==> src/rtl/uart_pkg.sv <==
// ---------------------------------------------------------------------------
// uart_pkg
// Shared definitions for the FIFO-backed UART transmitter: transmit FSM
// states, parity encodings, register byte offsets, CTRL/STATUS bit positions
// and a small helper that masks off data bits beyond the frame length.
// ---------------------------------------------------------------------------
package uart_pkg;

    // Transmit state machine: one state per field of the serial frame.
    typedef enum logic [2:0] {
        ST_IDLE,
        ST_START,
        ST_DATA,
        ST_PARITY,
        ST_STOP
    } tx_state_e;

    // CTRL[3:2] encoding; the reserved code behaves as "no parity".
    typedef enum logic [1:0] {
        PAR_NONE = 2'b00,
        PAR_EVEN = 2'b01,
        PAR_ODD  = 2'b10,
        PAR_RSVD = 2'b11
    } parity_e;

    // Register byte addresses on the core request bus.
    localparam logic [31:0] REG_DATA   = 32'h0000_0000;
    localparam logic [31:0] REG_CTRL   = 32'h0000_0004;
    localparam logic [31:0] REG_STATUS = 32'h0000_0008;
    localparam logic [31:0] REG_DIV    = 32'h0000_000C;

    // CTRL field positions.
    localparam int CTRL_LEN_LSB = 0;
    localparam int CTRL_LEN_MSB = 1;
    localparam int CTRL_PAR_LSB = 2;
    localparam int CTRL_PAR_MSB = 3;
    localparam int CTRL_STOP2   = 4;
    localparam int CTRL_IRQ_EN  = 5;
    localparam int CTRL_W       = 6;

    // Length field value 3 selects 8 data bits, so the reset frame format
    // is 8 data bits, no parity, one stop bit, interrupt disabled.
    localparam logic [CTRL_W-1:0] CTRL_RESET = 6'b00_0011;

    // STATUS bit positions; the FIFO level occupies bits [15:8].
    localparam int STAT_BUSY  = 0;
    localparam int STAT_FULL  = 1;
    localparam int STAT_EMPTY = 2;
    localparam int STAT_OVF   = 3;

    // Keeps only the bits that actually go on the wire for a length code
    // (0 -> 5 bits ... 3 -> 8 bits).
    function automatic logic [7:0] data_mask(input logic [1:0] len_code);
        return 8'hFF >> (2'd3 - len_code);
    endfunction

    function automatic logic parity_enabled(input parity_e mode);
        return (mode == PAR_EVEN) || (mode == PAR_ODD);
    endfunction

endpackage

==> src/rtl/sync_fifo.sv <==
// ---------------------------------------------------------------------------
// sync_fifo
// Single-clock FIFO with show-ahead read data (data_o always presents the
// oldest entry). No write-to-read bypass: a word pushed into an empty FIFO
// becomes visible the cycle after the push.
//   clk_i, rst_i    clock, asynchronous active-high reset (empties FIFO)
//   push_i, data_i  write strobe and word; ignored while full
//   pop_i, data_o   read strobe and oldest word; pop ignored while empty
//   full_o, empty_o occupancy flags
//   level_o         number of stored entries (0..DEPTH)
// ---------------------------------------------------------------------------
module sync_fifo #(
    parameter int WIDTH = 8,
    parameter int DEPTH = 16
) (
    input  logic                     clk_i,
    input  logic                     rst_i,
    input  logic                     push_i,
    input  logic                     pop_i,
    input  logic [WIDTH-1:0]         data_i,
    output logic [WIDTH-1:0]         data_o,
    output logic                     full_o,
    output logic                     empty_o,
    output logic [$clog2(DEPTH):0]   level_o
);

    localparam int AW = $clog2(DEPTH);

    logic [WIDTH-1:0] mem_q [DEPTH];
    logic [AW-1:0]    wr_ptr_q;
    logic [AW-1:0]    rd_ptr_q;
    logic [AW:0]      count_q;
    logic             do_push;
    logic             do_pop;

    assign full_o  = (count_q == (AW+1)'(DEPTH));
    assign empty_o = (count_q == '0);
    assign level_o = count_q;
    assign data_o  = mem_q[rd_ptr_q];

    // Guard the strobes so a push into a full FIFO or a pop from an empty
    // one cannot corrupt the pointers.
    assign do_push = push_i && !full_o;
    assign do_pop  = pop_i && !empty_o;

    // Storage array carries no reset; only the pointers define validity.
    always_ff @(posedge clk_i) begin
        if (do_push) begin
            mem_q[wr_ptr_q] <= data_i;
        end
    end

    // Pointers wrap naturally because DEPTH is a power of two; the count
    // is kept separately so full and empty are unambiguous.
    always_ff @(posedge clk_i or posedge rst_i) begin
        if (rst_i) begin
            wr_ptr_q <= '0;
            rd_ptr_q <= '0;
            count_q  <= '0;
        end else begin
            if (do_push) begin
                wr_ptr_q <= wr_ptr_q + AW'(1);
            end
            if (do_pop) begin
                rd_ptr_q <= rd_ptr_q + AW'(1);
            end
            case ({do_push, do_pop})
                2'b10:   count_q <= count_q + (AW+1)'(1);
                2'b01:   count_q <= count_q - (AW+1)'(1);
                default: count_q <= count_q;
            endcase
        end
    end

endmodule

==> src/rtl/uart_tx_fifo.sv <==
// ---------------------------------------------------------------------------
// uart_tx_fifo
// Memory-mapped UART transmitter with a TX FIFO, runtime baud divisor and
// runtime frame format (5..8 data bits, none/even/odd parity, 1 or 2 stop
// bits), sticky overflow flag and a TX-done interrupt.
//   clk_i, rst_i         clock, asynchronous active-high reset
//   uart_req_i           bus request
//   uart_we_i            1 = write, 0 = read (qualified by uart_req_i)
//   addr_i               register byte address (DATA/CTRL/STATUS/DIV)
//   uart_data_i          write data
//   uart_data_o          combinational read data, 0 when unmapped or idle
//   uart_tx_o            registered serial line, idle high
//   irq_o                registered interrupt: enabled and nothing to send
// ---------------------------------------------------------------------------
module uart_tx_fifo
    import uart_pkg::*;
#(
    parameter int FIFO_DEPTH  = 16,
    parameter int DIV_W       = 16,
    parameter int DEFAULT_DIV = 86
) (
    input  logic        clk_i,
    input  logic        rst_i,
    input  logic        uart_req_i,
    input  logic        uart_we_i,
    input  logic [31:0] addr_i,
    input  logic [31:0] uart_data_i,
    output logic [31:0] uart_data_o,
    output logic        uart_tx_o,
    output logic        irq_o
);

    localparam int LW = $clog2(FIFO_DEPTH) + 1;

    logic              wr_en;
    logic              rd_en;
    logic              push_req;
    logic              fifo_pop;
    logic              fifo_full;
    logic              fifo_empty;
    logic [7:0]        fifo_rdata;
    logic [LW-1:0]     fifo_level;
    logic [8:0]        level_ext;
    logic [7:0]        level_sat;
    logic [31:0]       status_word;

    logic [CTRL_W-1:0] ctrl_q;
    logic [DIV_W-1:0]  div_q;
    logic              overflow_q;
    logic [7:0]        last_byte_q;
    logic              irq_q;
    logic              busy;

    tx_state_e         state_q;
    tx_state_e         state_d;
    logic              tx_q;
    logic              tx_d;
    logic              tick;
    logic              last_bit;
    logic              stop_done;
    logic [DIV_W-1:0]  baud_cnt_q;
    logic [DIV_W-1:0]  f_div_q;
    logic [2:0]        bit_cnt_q;
    logic [1:0]        f_len_q;
    logic              f_par_en_q;
    logic              f_par_bit_q;
    logic              f_two_stop_q;
    logic              stop_cnt_q;
    logic [7:0]        shift_q;
    parity_e           ctrl_par;
    logic              unused_bits;

    assign wr_en    = uart_req_i && uart_we_i;
    assign rd_en    = uart_req_i && !uart_we_i;
    assign push_req = wr_en && (addr_i == REG_DATA);
    assign ctrl_par = parity_e'(ctrl_q[CTRL_PAR_MSB:CTRL_PAR_LSB]);
    assign busy     = (state_q != ST_IDLE) || !fifo_empty;

    // Upper write-data bits only matter for some registers.
    assign unused_bits = ^uart_data_i[31:8];

    sync_fifo #(
        .WIDTH (8),
        .DEPTH (FIFO_DEPTH)
    ) u_fifo (
        .clk_i   (clk_i),
        .rst_i   (rst_i),
        .push_i  (push_req),
        .pop_i   (fifo_pop),
        .data_i  (uart_data_i[7:0]),
        .data_o  (fifo_rdata),
        .full_o  (fifo_full),
        .empty_o (fifo_empty),
        .level_o (fifo_level)
    );

    // Configuration registers and the sticky overflow flag. A DATA write
    // that finds the FIFO full sets overflow; if that coincides with a
    // clear request, the new overflow event wins.
    always_ff @(posedge clk_i or posedge rst_i) begin
        if (rst_i) begin
            ctrl_q     <= CTRL_RESET;
            div_q      <= DIV_W'(DEFAULT_DIV);
            overflow_q <= 1'b0;
        end else begin
            if (wr_en && (addr_i == REG_CTRL)) begin
                ctrl_q <= uart_data_i[CTRL_W-1:0];
            end
            if (wr_en && (addr_i == REG_DIV)) begin
                div_q <= (uart_data_i[DIV_W-1:0] == '0) ? DIV_W'(1)
                                                        : uart_data_i[DIV_W-1:0];
            end
            if (push_req && fifo_full) begin
                overflow_q <= 1'b1;
            end else if (wr_en && (addr_i == REG_STATUS) && uart_data_i[STAT_OVF]) begin
                overflow_q <= 1'b0;
            end
        end
    end

    // One bit period is complete when the counter reaches the divisor
    // latched for this frame, giving exactly DIV+1 cycles per bit.
    assign tick      = (baud_cnt_q == f_div_q);
    assign last_bit  = (bit_cnt_q == ({1'b0, f_len_q} + 3'd4));
    assign stop_done = tick && (!f_two_stop_q || stop_cnt_q);

    // FSM state register and the registered serial line.
    always_ff @(posedge clk_i or posedge rst_i) begin
        if (rst_i) begin
            state_q <= ST_IDLE;
            tx_q    <= 1'b1;
        end else begin
            state_q <= state_d;
            tx_q    <= tx_d;
        end
    end

    // Next state and next line level. The line value for the field being
    // entered is computed here so it appears on the same edge as the state
    // change. Popping the FIFO also loads a new frame, either from IDLE or
    // straight out of STOP so queued frames run without an idle gap.
    always_comb begin
        state_d  = state_q;
        tx_d     = tx_q;
        fifo_pop = 1'b0;
        case (state_q)
            ST_IDLE: begin
                tx_d = 1'b1;
                if (!fifo_empty) begin
                    fifo_pop = 1'b1;
                    tx_d     = 1'b0;
                    state_d  = ST_START;
                end
            end
            ST_START: begin
                if (tick) begin
                    tx_d    = shift_q[0];
                    state_d = ST_DATA;
                end
            end
            ST_DATA: begin
                if (tick) begin
                    if (!last_bit) begin
                        tx_d = shift_q[1];
                    end else if (f_par_en_q) begin
                        tx_d    = f_par_bit_q;
                        state_d = ST_PARITY;
                    end else begin
                        tx_d    = 1'b1;
                        state_d = ST_STOP;
                    end
                end
            end
            ST_PARITY: begin
                if (tick) begin
                    tx_d    = 1'b1;
                    state_d = ST_STOP;
                end
            end
            ST_STOP: begin
                if (stop_done) begin
                    if (!fifo_empty) begin
                        fifo_pop = 1'b1;
                        tx_d     = 1'b0;
                        state_d  = ST_START;
                    end else begin
                        tx_d    = 1'b1;
                        state_d = ST_IDLE;
                    end
                end
            end
            default: begin
                tx_d    = 1'b1;
                state_d = ST_IDLE;
            end
        endcase
    end

    // Frame datapath. On a pop the byte and a snapshot of CTRL/DIV are
    // captured so register writes during a frame only affect later frames.
    // The parity bit is precomputed from the bits that will actually be
    // sent, which is why unused upper data bits never influence it.
    always_ff @(posedge clk_i or posedge rst_i) begin
        if (rst_i) begin
            baud_cnt_q   <= '0;
            f_div_q      <= '0;
            bit_cnt_q    <= '0;
            f_len_q      <= '0;
            f_par_en_q   <= 1'b0;
            f_par_bit_q  <= 1'b0;
            f_two_stop_q <= 1'b0;
            stop_cnt_q   <= 1'b0;
            shift_q      <= '0;
            last_byte_q  <= '0;
        end else if (fifo_pop) begin
            baud_cnt_q   <= '0;
            f_div_q      <= div_q;
            bit_cnt_q    <= '0;
            f_len_q      <= ctrl_q[CTRL_LEN_MSB:CTRL_LEN_LSB];
            f_par_en_q   <= parity_enabled(ctrl_par);
            f_par_bit_q  <= (^(fifo_rdata & data_mask(ctrl_q[CTRL_LEN_MSB:CTRL_LEN_LSB])))
                            ^ (ctrl_par == PAR_ODD);
            f_two_stop_q <= ctrl_q[CTRL_STOP2];
            stop_cnt_q   <= 1'b0;
            shift_q      <= fifo_rdata;
            last_byte_q  <= fifo_rdata;
        end else if (state_q != ST_IDLE) begin
            if (tick) begin
                baud_cnt_q <= '0;
                if (state_q == ST_DATA) begin
                    shift_q   <= shift_q >> 1;
                    bit_cnt_q <= bit_cnt_q + 3'd1;
                end
                if (state_q == ST_STOP) begin
                    stop_cnt_q <= 1'b1;
                end
            end else begin
                baud_cnt_q <= baud_cnt_q + DIV_W'(1);
            end
        end
    end

    // Interrupt follows "enabled and nothing left to send" one cycle late.
    always_ff @(posedge clk_i or posedge rst_i) begin
        if (rst_i) begin
            irq_q <= 1'b0;
        end else begin
            irq_q <= ctrl_q[CTRL_IRQ_EN] && !busy;
        end
    end

    // The level field is 8 bits wide, so a 256-deep FIFO saturates at 255.
    assign level_ext = 9'(fifo_level);
    assign level_sat = level_ext[8] ? 8'hFF : level_ext[7:0];

    always_comb begin
        status_word             = '0;
        status_word[STAT_BUSY]  = busy;
        status_word[STAT_FULL]  = fifo_full;
        status_word[STAT_EMPTY] = fifo_empty;
        status_word[STAT_OVF]   = overflow_q;
        status_word[15:8]       = level_sat;
    end

    // Read mux; reads have no side effects.
    always_comb begin
        uart_data_o = '0;
        if (rd_en) begin
            if (addr_i == REG_DATA) begin
                uart_data_o = {24'h0, last_byte_q};
            end else if (addr_i == REG_CTRL) begin
                uart_data_o = 32'(ctrl_q);
            end else if (addr_i == REG_STATUS) begin
                uart_data_o = status_word;
            end else if (addr_i == REG_DIV) begin
                uart_data_o = 32'(div_q);
            end
        end
    end

    assign uart_tx_o = tx_q;
    assign irq_o     = irq_q;

endmodule

==> config.mk <==
export PLATFORM = sky130hd
export DESIGN_NAME = uart_tx_fifo
export DESIGN_NICKNAME = d
export VERILOG_FILES = /design/src/rtl/uart_pkg.sv /design/src/rtl/sync_fifo.sv /design/src/rtl/uart_tx_fifo.sv
export SDC_FILE = /design/constraint.sdc
export NUM_CORES = 1
export LEC_CHECK = 0
export ABC_AREA = 1
export CAP_MARGIN = 20
export CORE_MARGIN = 4
export CORE_UTILIZATION = 25
export CTS_CLUSTER_SIZE = 25
export DETAILED_ROUTE_END_ITERATION = 10
export PLACE_DENSITY_LB_ADDON = 0.15
export SLEW_MARGIN = 20
export SYNTH_ARGS = -nofsm -noshare
export SYNTH_HDL_FRONTEND = slang
export SYNTH_HIERARCHICAL = 1
export SYNTH_SLANG_ARGS = --single-unit
==> constraint.sdc <==
create_clock -name clk_i -period 4 [get_ports clk_i]
set_input_delay 0.4 -clock clk_i [delete_from_list [all_inputs] [get_ports clk_i]]
set_output_delay 0.4 -clock clk_i [all_outputs]
set_load 0.03 [all_outputs]
# Word level (Yosys, flattened, before mapping)
# Memory sizes are Yosys's and may differ from the RTL's.
# Cells that the tools add are included.
[totals]
output_inout_bits = 34
register_bits = 98
word_cells = 133
mem_bits_rw = 128
input_bits = 68
rom_bits = 0
latchBits = 0
mem_count = 1
[mem_list]
columns = ["memory", "depth", "word_bits", "rd", "rd_ports_with_merged_regs", "write_ports", "line_no", "rtl"]
rows = [
  ["u_fifo.mem_q", 16, 8, 1, 0, 1, "sync_fifo.sv:29", "logic [WIDTH-1:0] mem_q [DEPTH];"],
]
[op_classes]
mux = 46
addsub = 8
bitwise_logic = 2
eq_ne = 20
n_mul = 0
reduce_logical = 36
magnitude_cmp = 0
div = 0
shift = 1
[ops]
columns = ["op", "n"]
rows = [
  ["16-bit 2-to-1 mux", 9],
  ["32-bit by 4-bit == test with 1-bit output (second input constant)", 2],
  ["3-bit 2-to-1 mux", 11],
  ["32-bit by 3-bit == test with 1-bit output (second input constant)", 1],
  ["32-bit zero test", 1],
  ["8-bit 2-to-1 mux", 4],
  ["1-bit 2-to-1 mux", 18],
  ["16-bit by 1-bit adder with 16-bit output (second input constant)", 1],
  ["16-bit == test", 1],
  ["16-bit zero test", 1],
  ["3-bit case mux with 5 select lines", 1],
  ["1-bit logical AND", 12],
  ["2-bit != test (second input constant)", 6],
  ["2-bit nonzero test", 6],
  ["5-bit case mux with 2 select lines", 1],
  ["4-bit by 1-bit adder with 4-bit output (second input constant)", 2],
  ["8-bit AND", 1],
  ["8-bit XOR reduction", 1],
  ["8-bit by 2-bit >> shifter with 8-bit output (first input constant)", 1],
  ["3-bit by 2-bit == test with 1-bit output (second input constant)", 2],
  ["3-bit AND reduction", 2],
  ["6-bit AND reduction", 1],
  ["5-bit by 1-bit adder with 5-bit output (second input constant)", 1],
  ["5-bit == test (second input constant)", 1],
  ["other kinds (18)", 26],
]

# Longest topological paths before layout
# Gate-level depths: netlist (run 1).
[logic_depth]
ltp_word = 8
ltp_mapped = 25

# By module
# Netlist (run 1), hierarchy kept.
[modules_own_cells]
columns = ["mod", "cells_each", "area_each_um2", "n_inst"]
rows = [
  ["sync_fifo", 623, 6231.0, 1],
  ["uart_tx_fifo", 682, 4916.0, 1],
]

# Worst setup path after synthesis (run 1)
# Ideal clock, no wire load.
[synth_path]
kind = "register to register"
start = "reg baud_cnt_q[8]"
end = "reg u_fifo.count_q[4], in the netlist u_fifo/level_o[4]"
synth_period_minus_slack_ns = 2.772
t_required_ns = 3.884
path_stages_with_launch = 25
path_slack_ns = 1.228
t_arrival_ns = 2.656
cell_sequence = "dfrtp_1 buf_4 nand2_1 nand2_1 nor2_1 nand2_1 nor2_2 nand3_2 nand2_4 nand2_2 inv_1 buf_2 nand2_1 inv_1 ha_1 inv_1 fa_1 inv_1 nand2_1 nand2_1 nand2_1 nand2_1 nand2_1 nand2_1 nand2_1"
[synth_between]
elab_chain_len = 7
[synth_lines]
columns = ["item", "line_no", "rtl"]
rows = [
  ["start, declared", "uart_tx_fifo.sv:61", "logic [DIV_W-1:0] baud_cnt_q;"],
  ["start signal, assigned", "uart_tx_fifo.sv:238", "baud_cnt_q <= baud_cnt_q + DIV_W'(1);"],
  ["16-bit == test *", "uart_tx_fifo.sv:123", "assign tick = (baud_cnt_q == f_div_q);"],
  ["1-bit logical AND *", "uart_tx_fifo.sv:125", "assign stop_done = tick && (!f_two_stop_q || stop_cnt_q);"],
  ["1-bit 2-to-1 mux *", "uart_tx_fifo.sv:181", "if (stop_done) begin"],
  ["1-bit case mux with 2 select lines *", "uart_tx_fifo.sv:146", "case (state_q)"],
  ["net fifo_pop", "uart_tx_fifo.sv:38", "logic fifo_pop;"],
  ["1-bit logical AND *", "sync_fifo.sv:44", "assign do_pop = pop_i && !empty_o;"],
  ["net u_fifo.do_pop", "sync_fifo.sv:34", "logic do_pop;"],
  ["2-bit by 1-bit == test with 1-bit output / 2-bit == test (equally long branches)", "sync_fifo.sv:67", "case ({do_push, do_pop})"],
  ["5-bit case mux with 2 select lines / 2-bit nonzero test (equally long branches)", "--", ""],
  ["end signal, assigned", "sync_fifo.sv:68", "2'b10: count_q <= count_q + (AW+1)'(1);"],
  ["end signal, assigned", "sync_fifo.sv:69", "2'b01: count_q <= count_q - (AW+1)'(1);"],
  ["end signal, assigned", "sync_fifo.sv:70", "default: count_q <= count_q;"],
  ["end, declared", "sync_fifo.sv:32", "logic [AW:0] count_q;"],
]
# Mark *: on every way through the listed nets, which the timed path passes. The rest lies on a longest branch.
# A chain may end at the register's enable or synchronous reset.

# Final worst setup path (run 1)
[layout_path]
start = "reg u_fifo.count_q[0], in the netlist u_fifo/level_o[0]"
end = "out uart_data_o[0]"
[layout_between]
elab_chain_len = 7
[layout_lines]
columns = ["item", "line_no", "rtl"]
rows = [
  ["5-bit zero test", "sync_fifo.sv:37", "assign empty_o = (count_q == '0);"],
  ["net fifo_empty", "uart_tx_fifo.sv:40", "logic fifo_empty;"],
  ["1-bit zero test", "uart_tx_fifo.sv:77", "assign busy = (state_q != ST_IDLE) || !fifo_empty;"],
  ["1-bit logical OR", "uart_tx_fifo.sv:77", ""],
  ["16-bit 2-to-1 mux", "uart_tx_fifo.sv:273", "end else if (addr_i == REG_STATUS) begin"],
  ["16-bit 2-to-1 mux", "uart_tx_fifo.sv:271", "end else if (addr_i == REG_CTRL) begin"],
  ["16-bit 2-to-1 mux", "uart_tx_fifo.sv:269", "if (addr_i == REG_DATA) begin"],
  ["16-bit 2-to-1 mux", "uart_tx_fifo.sv:268", "if (rd_en) begin"],
  ["end, declared", "uart_tx_fifo.sv:28", "output logic [31:0] uart_data_o,"],
]
# The timed path passes the listed nets, and every way through them passes these cells.

==> reports/summary.txt, run 1 <==
=============================================================================
Worst hold path type                                             input pin to async pin
Antenna violations before repair                                            0
Number of inserted diodes                                                   0
Final count of negative-setup-slack endpoints                               0
Vias                                                                    8,427
Worst setup path category                                        flip-flop to primary output
Vias per cell                                                           4.190
Post-Layout Inst Area                                            13,470 sq um
DR DRC count                                                                0
Chip Width                                                           219.2 um
Critical Path Most Common Cell                                   sky130_fd_sc_hd__inv_1
Final count of pins violating max slew                                      0
Row cnt                                                                    77
Hold buffers post-CTS                                                       0
CP Cell Sequence                                                 nor2_1, nand4_1, inv_1, nand2_2, inv_1, nor2_1, o21ai_0, inv_1, clkdlybuf4s50_1
Non-filler instance count after layout                                  2,011
Slowest library cell on the worst path                           sky130_fd_sc_hd__clkdlybuf4s50_1
Portion of the post-synthesis area used by sequential elements         56.56%
CTS tree                                                                  yes
Maximum level of the CTS H-tree                                             1
Cell types with the highest counts after synthesis               sky130_fd_sc_hd__nand2_1 (446), sky130_fd_sc_hd__inv_1 (159), sky130_fd_sc_hd__nor2_1 (134)
Number of sinks on the clock net                                          226
Post-synth top area share                                              34.48%
TritonCTS buffer count                                                     27
Buffer depth of the longest clock path                                      3
Growth of design area from synthesis to finish                         20.83%
Critical Path Sink                                               uart_data_o[0]
Worst flop-to-flop path endpoint                                 u_fifo/level_o[4]$_DFFE_PP0P_
Area of the mapped netlist                                       11,150 sq um
Final period util                                                      88.55%
Overall global routing resource usage                                  12.95%
EDFF count, synth                                                         128
Maximum fanout encountered on the critical timing path                     15
Number of buffers inserted by port buffering                               69
Critical path required time                                           3.60 ns
Number of synthesis warnings                                                6
Cell count after synthesis                                              1,305
DP Wirelength                                                       21,780 um
Relative slew slack                                                    28.18%
DP Area                                                          12,570 sq um
Slew at the pin closest to its max-slew limit                        1.067 ns
Most frequent cell after synthesis                               sky130_fd_sc_hd__nand2_1
Number of post-CTS setup repair buffers                                     0
Total Wirelength                                                    31,510 um
DIE HEIGHT                                                           219.2 um
Pre-CTS WS                                                          0.4932 ns
Minimum clock period after layout                                    3.542 ns
Flop and latch count out of synthesis                                     226
Cell at the root of the clock tree                               sky130_fd_sc_hd__clkbuf_16
Hold Worst Slack                                                    0.2340 ns
Sum of negative setup slack                                              0 ns
Launching element of the worst setup path                        u_fifo/level_o[0]$_DFFE_PP0P_
Async set-reset flop share out of synthesis                            43.36%
Area contributors post-synth                                     sky130_fd_sc_hd__edfxtp_1 (34%), sky130_fd_sc_hd__dfrtp_1 (20%), sky130_fd_sc_hd__nand2_1 (15%), sky130_fd_sc_hd__inv_1 (5.4%), sky130_fd_sc_hd__nor2_1 (4.5%)
Max Freq                                                           0.2823 GHz
Final hold violation count                                                  0
# placed instances                                                      1,961
Total core area                                                  44,120 sq um
Worst setup margin                                                  0.4578 ns
Count of boundary I/O pins                                                102
Delay of the slowest critical-path stage                              0.61 ns
Residual antenna-violating net count after detailed routing                 0
Number of max-cap violations                                                0
Maximum number of pins on one net before global-route repair               65
Filler Cells Inserted                                                   4,742
Worst-case vdd ir drop                                              0.2943 mV
Wire length of the first global-routing pass                        48,280 um
Via count of the first global-routing pass                              8,124
Average instance area after synthesis                             8.542 sq um
Nets                                                                    1,479
CTS resizes                                                                 0
Clock skew                                                         0.02620 ns
Initial drt markers                                                       414
Mean routed wirelength per cell                                      15.67 um
Setup slack, reg-to-reg                                               0.81 ns
Unrepaired setup endpoints after global routing                            no
Power density relative to cell area                              379.1 nW/um^2
Final design utilization                                               30.53%
Sum of overflow across all layers after global routing                      0
Starting density of the core                                           25.26%
Setup crit start kind                                               flip-flop
First-pass DRT Iterations                                                   4
DIE AREA                                                         48,030 sq um
Largest area contributor in the netlist                          sky130_fd_sc_hd__edfxtp_1
Clock transition at path regs                                         0.06 ns
Cell variety after synth                                                   40
R2R cell count                                                             23
Worst flop-to-flop path startpoint                               baud_cnt_q[8]$_DFFE_PP0P_
Global placement routability congestion                                0.7851
Outcome                                                          finished, final reports clean
Most used flip-flop cell after synthesis                         sky130_fd_sc_hd__edfxtp_1
Arr. time, crit path                                                  3.14 ns
Clock latency on the worst-skew pair                                  0.57 ns
Leakage                                                              6.080 nW
Overall power of the completed layout                                5.107 mW
Fraction of layout cells with a size suffix above 1                    8.175%
Crit. End Element                                                primary output
=============================================================================
report_power, final:
group	switching (mW)	total (mW)	internal (mW)	leakage (nW)
Combinational	0.0931	0.149	0.0558	3.38
Clock	1.02	2.49	1.47	0.435
Sequential	0.00000000211	2.47	2.47	2.26
Total	1.11	5.11	3.99	6.08
worst min path at each step:
stage | depth (start not counted) | slack (ns) | endpoint | start
after global routing | 2 | 0.30 | u_fifo/level_o[1]$_DFFE_PP0P_ | rst_i
final | 2 | 0.23 | u_fifo/level_o[1]$_DFFE_PP0P_ | rst_i
after floorplan | 1 | 0.28 | u_fifo/level_o[0]$_DFFE_PP0P_ | rst_i
after global placement | 2 | 0.47 | ctrl_q[5]$_DFFE_PP0P_ | ctrl_q[5]$_DFFE_PP0P_
after CTS | 2 | 0.25 | u_fifo/level_o[1]$_DFFE_PP0P_ | rst_i
after detailed placement | 2 | 0.47 | uart_tx_o$_DFFE_PP1P_ | uart_tx_o$_DFFE_PP1P_
cell usage in the layout, fill, tap and decap left out, types with 7 or more instances in the layout:
cell type	instances
sky130_fd_sc_hd__edfxtp_1	128
sky130_fd_sc_hd__nand3_1	74
sky130_fd_sc_hd__inv_2	10
sky130_fd_sc_hd__nand2_1	446
sky130_fd_sc_hd__xor2_1	12
sky130_fd_sc_hd__nand4_1	19
sky130_fd_sc_hd__nor3_1	14
sky130_fd_sc_hd__dfstp_2	7
sky130_fd_sc_hd__inv_1	158
sky130_fd_sc_hd__o21ai_1	18
sky130_fd_sc_hd__dfrtp_1	90
sky130_fd_sc_hd__a21oi_1	22
sky130_fd_sc_hd__xnor2_1	8
sky130_fd_sc_hd__clkinv_2	7
sky130_fd_sc_hd__buf_4	34
sky130_fd_sc_hd__nand2_2	7
sky130_fd_sc_hd__o21ai_0	46
sky130_fd_sc_hd__o211ai_1	12
sky130_fd_sc_hd__clkbuf_16	27
sky130_fd_sc_hd__conb_1	16
sky130_fd_sc_hd__clkdlybuf4s50_1	69
sky130_fd_sc_hd__ha_1	12
sky130_fd_sc_hd__nor2_1	134
cell type report:
type	instances	area, sq um	share of cell area (%)
sequential	226	6306	46.82
multi-input combinational	870	3925	29.14
timing repair buffer	104	965.9	7.171
tap	592	740.7	5.499
clock buffer	32	714.4	5.304
inverter	169	635.6	4.719
clock inverter	18	181.4	1.347
sequential cells by signal, summed over array words and instances, names as in the netlist, 4 cells and up:
name and cells:
u_fifo/rd_ptr_q 4, last_byte_q 8, div_q 16, shift_q 8
ctrl_q 6, u_fifo/wr_ptr_q 4, u_fifo/level_o 5, baud_cnt_q 16
f_div_q 16, u_fifo/mem_q 128
layer usage:
layer / GRT usage [%] / vias up / share of wire [%]
li1: - / 4325 / -
met1: 18.14 / 3970 / 48
met2: 21.50 / 98 / 48
met3: 1.897 / 34 / 2.7
met4: 2.507 / 0 / 1.7
met5: 0 / - / 0
cell families (layout without fill, tap and decap cells):
logic type / count (synthesis) / after routing / share of synthesized area, %
adders and majority gates: 13 / 13 / 1.527
buffers and inverters: 224 / 323 / 8.733
AOI/OAI and AO/OA: 108 / 108 / 5.321
other: 1 / 16 / 0.03364
xor gates and xnor gates: 20 / 20 / 1.571
DFF: 226 / 226 / 56.56
and+or+nand+nor: 713 / 713 / 26.25
critical path, delay by kind of cell (launching register included):
kind / cells / cell delay, ns
AOI/OAI and AO/OA: 1 / 0.22
buffers and inverters: 4 / 1.26
DFF: 1 / 0.46
and+or+nand+nor: 4 / 0.62
(Power assumes the default switching activity.)
==> run 2, diff against run 1 <==
Settings changed: CTS_CLUSTER_DIAMETER from default to 60, RECOVER_POWER from default to 100.
Clock period 4 ns to 3.37 ns, I/O delays scaled along.
==> reports/summary.txt, run 2 (synthesis gave the netlist of run 1 again) <==
===========================================================================
Outcome                                                        complete, but fails checks
Violations in the final reports                                max-capacitance violations, max-slew violations
DP Area                                                        12,670 sq um
Sum of negative setup slack                                            0 ns
Minimum clock period after layout                                  3.082 ns
TritonCTS buffer count                                                   24
Power density relative to cell area                            443.7 nW/um^2
Final period util                                                    91.47%
Initial drt markers                                                     396
Number of buffers inserted by port buffering                             69
Chip Width                                                         219.2 um
CTS tree                                                                yes
Clock latency on the worst-skew pair                                0.54 ns
Launching element of the worst setup path                        addr_i[31]
DIE AREA                                                       48,030 sq um
Worst flop-to-flop path startpoint                             u_fifo/level_o[4]$_DFFE_PP0P_
Highest-count cells in the layout ignoring fill and taps       sky130_fd_sc_hd__nand2_1 (446), sky130_fd_sc_hd__inv_1 (160), sky130_fd_sc_hd__nor2_1 (135)
Number of sinks on the clock net                                        226
Total Wirelength                                                  30,780 um
Max reg flops                                                           128
Unrepaired setup endpoints after global routing                          no
Leading cell type in the layout, fill and taps excluded        sky130_fd_sc_hd__nand2_1
Arr. time, crit path                                                2.75 ns
DR DRC count                                                              0
Max Freq                                                         0.3244 GHz
Non-filler instance count after layout                                2,016
Buffer depth of the longest clock path                                    3
First-pass DRT Iterations                                                 5
Slew at the pin closest to its max-slew limit                      2.241 ns
Cell at the root of the clock tree                             sky130_fd_sc_hd__clkbuf_16
Total core area                                                44,120 sq um
Final design utilization                                             30.30%
CTS resizes                                                               0
Via count of the first global-routing pass                            8,202
Starting density of the core                                         25.26%
Pre-CTS WS                                                        0.2848 ns
Maximum number of pins on one net before global-route repair             86
Maximum fanout encountered on the critical timing path                   10
Multi-input gate area                                            3919 sq um
Clock transition at path regs                                       0.07 ns
Worst hold path type                                           input pin to async pin
FF+latch area                                                    6306 sq um
Number of inserted diodes                                                 0
Post-Layout Inst Area                                          13,370 sq um
Overall global routing resource usage                                12.68%
Nets                                                                  1,487
Antenna violations before repair                                          0
Worst-case vdd ir drop                                            0.4128 mV
Clock skew                                                       0.02220 ns
Row cnt                                                                  77
Top register by number of flip-flops                           u_fifo/mem_q
Vias per cell                                                         4.178
Relative slew slack                                                 -49.38%
Count of boundary I/O pins                                              102
Global placement routability congestion                              0.8107
Overall power of the completed layout                              5.932 mW
Growth of design area from synthesis to finish                       19.94%
Worst setup path category                                      input pin to primary output
# placed instances                                                    1,972
DP Wirelength                                                     21,390 um
Hold buffers post-CTS                                                     0
Residual antenna-violating net count after detailed routing               0
Worst setup margin                                                0.2875 ns
Fraction of layout cells with a size suffix above 1                  6.461%
Maximum level of the CTS H-tree                                           1
Crit. End Element                                              primary output
Mean routed wirelength per cell                                    15.27 um
Filler Cells Inserted                                                 4,790
Setup crit start kind                                             input pin
Final count of negative-setup-slack endpoints                             0
Leakage                                                            6.030 nW
Final hold violation count                                                0
Number of post-CTS setup repair buffers                                   0
Number of max-cap violations                                              1
Hold Worst Slack                                                  0.3067 ns
Sum of overflow across all layers after global routing                    0
Critical path required time                                         3.03 ns
Wire length of the first global-routing pass                      47,480 um
Vias                                                                  8,423
DIE HEIGHT                                                         219.2 um
Final count of pins violating max slew                                   86
===========================================================================
## run 2: changes by cell type in the layout (fill, tap and decap cells not counted), moves of 4 or more
cell and change:
sky130_fd_sc_hd__o21ai_0 +17, sky130_fd_sc_hd__inv_8 +4, sky130_fd_sc_hd__clkdlybuf4s50_1 -25, sky130_fd_sc_hd__dlygate4sd3_1 +22, sky130_fd_sc_hd__buf_4 -23, sky130_fd_sc_hd__inv_6 +5
sky130_fd_sc_hd__clkinv_2 -7, sky130_fd_sc_hd__o21ai_1 -16, sky130_fd_sc_hd__clkbuf_1 +32, sky130_fd_sc_hd__clkinv_1 -4
## run 2: cell type report
class,instances,area share [%]
clock inverter,18,1.628
timing repair buffer,115,6.888
inverter,169,4.754
tap,592,5.540
multi-input combinational,870,29.31
sequential,226,47.17
clock buffer,26,4.708
## run 2: path summary, 6_finish.rpt
path	cells past startpoint	slack (ns)	endpoint
max	13	0.29	uart_data_o[5]
min reg2reg	2	0.47	uart_tx_o$_DFFE_PP1P_
max in group asynchronous	3	0.94	baud_cnt_q[11]$_DFFE_PP0P_
min in group clk_i	3	0.39	div_q[12]$_DFFE_PP0P_
max reg2reg	10	0.34	baud_cnt_q[8]$_DFFE_PP0P_
min	2	0.31	u_fifo/rd_ptr_q[1]$_DFFE_PP0P_
## run 2: report_power, final
| group | switching [mW] | internal [mW] | leakage, nW |
|---|---|---|---|
| clock | 1.26 | 1.58 | 0.409 |
| combinational | 0.109 | 0.0584 | 3.36 |
| sequential | 0.00000000248 | 2.93 | 2.26 |
| total | 1.37 | 4.56 | 6.03 |
## run 2: worst max-delay path, cell delays in order
cell and delay [ns]:
sky130_fd_sc_hd__clkdlybuf4s50_1 0.39, sky130_fd_sc_hd__nor2_1 0.10, sky130_fd_sc_hd__nand2_1 0.06, sky130_fd_sc_hd__nor2_1 0.12, sky130_fd_sc_hd__nand2_1 0.11, sky130_fd_sc_hd__inv_1 0.16
sky130_fd_sc_hd__nand4_1 0.13, sky130_fd_sc_hd__buf_4 0.20, sky130_fd_sc_hd__inv_1 0.19, sky130_fd_sc_hd__a21oi_1 0.10, sky130_fd_sc_hd__o21ai_0 0.08, sky130_fd_sc_hd__inv_1 0.05
sky130_fd_sc_hd__dlygate4sd3_1 0.70
## run 2: per-layer routing
metal  global-route usage [%]  share of wire [%]  wire length, um
met5                        0                  0                0
met3                    1.828                2.3              720
met4                    3.223                2.4              745
met1                    17.64                 48            14860
met2                    20.85                 47            14460
